[src/rtl/echo_mixer.sv]
// echo_mixer: dry/wet gain mix with one shared multiplier, saturation and sticky status
module echo_mixer #(
  parameter int DW = 16,
  parameter int GW = 9,
  parameter int CW = 16
) (
  input  logic          clkMain,
  input  logic          rstMain_n,
  input  logic          sampleTick,
  input  logic [DW-1:0] dryIn,
  input  logic [DW-1:0] wetIn,
  input  logic [GW-1:0] dryGain,
  input  logic [GW-1:0] wetGain,
  input  logic          bypass,
  input  logic          clearFlags,
  output logic [DW-1:0] mixOut,
  output logic          mixValid,
  output logic          busy,
  output logic          clip,
  output logic          overrun,
  output logic [CW-1:0] clipCount
);
  localparam int AW = DW + GW + 1;
  typedef enum logic [1:0] {IDLE, MULD, MULW, SAT} state_t;
  state_t state, state_nx;
  logic [DW-1:0] dry_q, wet_q;
  logic [GW-1:0] dg_q, wg_q;
  logic byp_q;
  logic signed [AW-1:0] acc, mul_a, mul_g, prod;
  logic [AW-9:0] r;
  logic ovf, clip_evt, ovr_evt;
  logic [DW-1:0] sat_val;
  // the single multiplier serves the dry term in MULD and the wet term otherwise
  assign mul_a = state == MULD ? AW'($signed(dry_q)) : AW'($signed(wet_q));
  assign mul_g = state == MULD ? $signed(AW'(dg_q)) : $signed(AW'(wg_q));
  assign prod = mul_a * mul_g;
  // result is out of range when the bits above the output sign disagree
  assign r = acc[AW-1:8];
  assign ovf = ~(&r[AW-9:DW-1] | ~|r[AW-9:DW-1]);
  assign sat_val = byp_q ? dry_q : ovf ? {r[AW-9], {(DW-1){~r[AW-9]}}} : r[DW-1:0];
  assign clip_evt = state == SAT && !byp_q && ovf;
  assign ovr_evt = sampleTick && state != IDLE;
  assign busy = state != IDLE;
  // state register
  always_ff @(posedge clkMain or negedge rstMain_n) begin
    if (!rstMain_n) state <= IDLE;
    else state <= state_nx;
  end
  // fixed sequence once a tick is accepted
  always_comb begin
    state_nx = IDLE;
    state_nx = state == IDLE ? (sampleTick ? MULD : IDLE) : state == MULD ? MULW : state == MULW ? SAT : IDLE;
  end
  // input latch, accumulator and registered output
  always_ff @(posedge clkMain or negedge rstMain_n) begin
    if (!rstMain_n) begin
      dry_q <= '0;
      wet_q <= '0;
      dg_q <= '0;
      wg_q <= '0;
      byp_q <= 1'b0;
      acc <= '0;
      mixOut <= '0;
      mixValid <= 1'b0;
    end else begin
      if (state == IDLE && sampleTick) begin
        dry_q <= dryIn;
        wet_q <= wetIn;
        dg_q <= dryGain;
        wg_q <= wetGain;
        byp_q <= bypass;
      end
      if (state == MULD) acc <= prod;
      if (state == MULW) acc <= acc + prod;
      if (state == SAT) mixOut <= sat_val;
      mixValid <= state == SAT;
    end
  end
  // sticky status; a same-edge event beats a clear
  always_ff @(posedge clkMain or negedge rstMain_n) begin
    if (!rstMain_n) begin
      clip <= 1'b0;
      overrun <= 1'b0;
      clipCount <= '0;
    end else begin
      clip <= clip_evt | (clip & ~clearFlags);
      overrun <= ovr_evt | (overrun & ~clearFlags);
      clipCount <= clip_evt ? (clearFlags ? CW'(1) : clipCount + CW'(~&clipCount)) : clearFlags ? '0 : clipCount;
    end
  end
endmodule
[config.mk]
export PLATFORM = sky130hd
export DESIGN_NAME = echo_mixer
export DESIGN_NICKNAME = d
export VERILOG_FILES = /design/src/rtl/echo_mixer.sv
export SDC_FILE = /design/constraint.sdc
export NUM_CORES = 1
export LEC_CHECK = 0
export CORE_ASPECT_RATIO = 1.2
export CORE_MARGIN = 5
export CORE_UTILIZATION = 62
export CTS_BUF_LIST = sky130_fd_sc_hd__clkbuf_2
export DETAILED_ROUTE_END_ITERATION = 8
export HOLD_SLACK_MARGIN = 0.03
export PLACE_DENSITY = 0.88
export SYNTH_ARGS = -nofsm -noshare
export SYNTH_HDL_FRONTEND = slang
export SYNTH_SLANG_ARGS = --single-unit
[constraint.sdc]
create_clock -name clkMain -period 10.8 [get_ports clkMain]
set_input_delay 1.62 -clock clkMain [delete_from_list [all_inputs] [get_ports clkMain]]
set_output_delay 1.62 -clock clkMain [all_outputs]
set_load 0.01 [all_outputs]
[Word level (Yosys, flattened, before mapping)]
Cells that the tools add are included.
Storage, ports and cells
  register bits after elaboration: 114
  bits of input ports: 55
  output and inout bits: 36
  word-level logic and storage cells: 53
Operators by class
  add/sub/neg operators: 2
  multipliers: 1
  equality and inequality tests: 3
  multiplexer cells: 13
  bitwise logic cells: 8
  reductions and logical operators: 14
Operator list (number)
  $mux 16: 5
  $mux 26: 3
  $add 26x26->26: 1
  $mul 26x10->26: 1
  $add 16x1->16: 1
  $reduce_and 16->1: 1
  $mux 9: 1
  $mux 2: 3
  $reduce_bool 2->1: 3
  $eq 2x2->1 const B: 2
  $logic_and 1x1->1: 4
  $logic_not 1->1: 3
  $not 1->1: 3
  $or 1x1->1: 3
  $reduce_and 3->1: 1
  $reduce_or 3->1: 1
  $and 1x1->1: 2
  $eq 2x1->1 const B: 1
  $logic_not 2->1: 1
  $mux 1: 1

[Depth between registers and ports, before layout]
  depth in word-level cells: 6
  mapped depth: 36
  gate-level depth less buffers: 33

[Worst setup path before layout]
OpenSTA, ideal clock, no wires.
  path kind: register to register
  from: register state[1]
  to: register acc[25]
  library setup time: 0.127 ns
  arrival: 7.964 ns
  path slack: 2.709 ns
  cell stages (with the launch flop): 34
  clock period less this slack: 8.091 ns
  cell sequence: dfrtp_1 -> inv_1 -> ha_1 -> buf_4 -> buf_1 -> clkbuf_1 -> mux2i_1 -> nor2_1 -> fa_1 -> fa_1 -> inv_1 -> fa_1 -> inv_1 -> fa_1 -> inv_1 -> fa_1 -> inv_1 -> ha_1 -> a21oi_1 -> a21boi_0 -> o21ai_0 -> a21o_1 -> a211oi_1 -> nor2_1 -> ha_1 -> and3_1 -> and3_1 -> o2111ai_1 -> a21oi_1 -> a311oi_1 -> o31ai_2 -> mux2i_1 -> nor3_1 -> nand3b_1
On the way
  word-level cells in the longest chain between the ends: 5
RTL lines
  start, declared: line 25  | state_t state, state_nx;
  start signal, assigned: line 47  | else state <= state_nx;
  $eq 2x1->1: line 34, 35, 73
  $mux 26 or $mux 9 (tied branches): line 34, 35
  $mul 26x10->26: line 36  | assign prod = mul_a * mul_g;
  $add 26x26->26 or $mux 26 (tied branches): line 74, 73
  $mux 26: line 74  | if (state == MULW) acc <= acc + prod;
  end signal, assigned: line 73  | if (state == MULD) acc <= prod;
  end signal, assigned: line 74
  end, declared: line 29  | logic signed [AW-1:0] acc, mul_a, mul_g, prod;
Several ways; a longest one is shown, not always the timed one. The select of a mux whose other input is x is not followed.
A chain may end at the register's enable or synchronous reset.

[Final worst setup path]
Same ends and word-level chain as after synthesis.

==> flow_metrics.tcl <==
set metrics [dict create \
    grt_pass1_vias 10300 \
    end_kind "register" \
    period_share_pct 84.6 \
    wl_per_cell_um 18.0 \
    synth_edf_count 0 \
    place_congestion 0.960 \
    max_slew.worst_pin.slew_ps 1210 \
    insertion_delay_ps 780 \
    synth_top_area_share_pct 23.9 \
    dieArea_mm2 0.0221 \
    multiInputGateArea_mm2 0.00826 \
    firstDrtPassIters 8 \
    synth_cells 1273 \
    finalHoldViolations 0 \
    cts_tree "built" \
    synth_cell_types 70 \
    area_delta_synth_final_pct 11.5 \
    route.vias.total 9652 \
    grt_max_degree 76 \
    critPathSlowestCell "mux2i_1" \
    start_util_pct 63.0 \
    cts_num_sinks 114 \
    htree_levels 4 \
    finalMaxSlewViolations 0 \
    initialDrtViolationCount 665 \
    synthArstFlopShare_pct 100 \
    syn-mean-instance-area_um2 9.37 \
    rsz0062_at_grt "no" \
    fin_skew_ps 62.8 \
    finalSetupTns_ps 0 \
    nFillCells 1403 \
    drc 0 \
    cts_resized 0 \
    finalCriticalPeriod_ps 9140 \
    ctsHoldBuffers 0 \
    cts_made_buffers 17 \
    cts-root-buf "clkbuf_2" \
    layout.nets 1622 \
    clk_path_buf_depth 2 \
    critPathRequiredTime_ps 11480 \
    dp_hpwl_mm 22.7 \
    fin_cells 1622 \
    port_buffers 90 \
    yosys_warnings 0 \
    synthFlopType "dfrtp_1" \
    regArea_mm2 0.00285 \
    crit_path_max_incr_delay_ps 940 \
    grt_pass1_wl_mm 48.5 \
    postRouteAntennaNets 0 \
    path_max_fanout 35 \
    critPathKind "register to register" \
    status "completed" \
    maxCapViolations 0 \
    grt.total_usage_pct 27.6 \
    syn-num-nets 1543 \
    antenna_found_initial 1 \
    post_cts_buffers 0 \
    max_slew_margin_pct 18.8 \
    grt-ovfl-total 0 \
    io_pins 91 \
    layout_common_cells "inv_1 (172), nor2_1 (132), nand2_1 (123), fa_1 (123), dfrtp_1 (114)" \
    clk_pin_slew_worst_paths_ps 240 \
    fp.dieW_um 137 \
    final_common_cell "inv_1" \
    fp-row-count 55 \
    cp-start-kind "register" \
    synth_area_leader_cell "dfrtp_1" \
    hold_path_class "register to register" \
    drive_above_1_share_pct 10.7 \
    vias_per_cell 5.95 \
    synth_seq_cells 114 \
    die_h_um 162 \
    ys_seq_area_share_pct 23.9 \
    worstPathArrival_ps 9820 \
    core_area_mm2 0.0189 \
    placedCellCount 1589 \
    ys_top_cells_by_area "dfrtp_1 (24%), fa_1 (21%), ha_1 (9.6%), mux2_2 (7.9%), inv_1 (5.4%)" \
    netlist_area_mm2 0.0119 \
    setup_viol 0 \
    routed_wl_mm 29.2 \
    max_freq_mhz 109 \
]
## logic make-up (layout without fill, tap and decap cells)
group           Yosys count  in the layout  share of synthesized area, %
simple gates            335            335                          12.2
mux                     124            124                          11.4
xor+xnor                 47             47                          3.45
compound gates          226            226                          11.9
flops                   114            114                          23.9
buf+inv                 212            304                          6.91
other cells               0              1                             0
fa+ha+maj               215            215                          30.3
## synthesized netlist by cell type (4+ instances only)
library cell and n:
a211o_1 4, a211oi_1 10, a21o_1 19, a21oi_1 87, a31oi_1 8, and3_1 12
buf_1 7, clkbuf_1 26, dfrtp_1 114, fa_1 123, ha_1 92, inv_1 172
mux2_2 84, mux2i_1 38, nand2_1 124, nand2b_1 4, nand3_1 9, nand4_1 7
nor2_1 132, nor2b_1 10, nor3_1 8, o211ai_1 4, o21a_1 8, o21ai_0 48
or3_1 10, xnor2_1 31, xor2_1 16
## worst max-delay path: cells and delay by family (launching register included)
| family | cells | cell delay (ps) |
|---|---|---|
| buffers and inverters | 5 | 300 |
| DFF | 1 | 470 |
| adders and majority gates | 8 | 4030 |
| and+or+nand+nor | 6 | 860 |
| muxes | 2 | 1160 |
| AOI/OAI and AO/OA | 9 | 2170 |
## metrics by stage
step	hold slack [ps]	setup WS, ps	util (%)	area, um2
2_1_floorplan	460	2710	-	11900
3_3_place_gp	470	2300	68.9	13000
3_5_place_dp	468	1970	68.9	13000
4_1_cts	516	1900	70.3	13300
5_1_grt	544	1190	70.3	13300
6_report	521	1660	70.3	13300
## final timing paths
kind	from	end	slack, ps	cells after the start
min reg2reg	clip	clip	520	1
max	state[1]	acc[25]	1660	30
max reg2reg	state[1]	acc[25]	1660	30
max in group asynchronous	rstMain_n	wet_q[6]	8640	2
min	clip	clip	520	1
min in group asynchronous	rstMain_n	acc[3]	790	1
## sequential cells by signal, indices dropped and copies added, names as in the netlist
register,cells
clipCount,16
overrun,1
dg_q,9
mixValid,1
wet_q,16
wg_q,9
dry_q,16
mixOut,16
state,2
acc,26
byp_q,1
clip,1
## cell type report
cell class              instances  share of cell area, %
repair buffers                 98                   7.20
well taps                     256                   2.41
inverters                     174                   4.91
multi-input cells             947                   62.1
clock inverters                12                   1.18
flip-flops and latches        114                   21.4
diodes                          1                 0.0188
clock buffers                  20                  0.752
## per-layer routing
| layer | share of wire, % | global-route usage (%) |
|---|---|---|
| met1 | 37 | 31.3 |
| met2 | 51 | 47.5 |
| met3 | 5.6 | 5.67 |
| met4 | 5.8 | 16.5 |
| met5 | 0 | 0 |
Power is not shown: default switching activity piles up to over one toggle a cycle in this logic, so the estimate is an artifact.
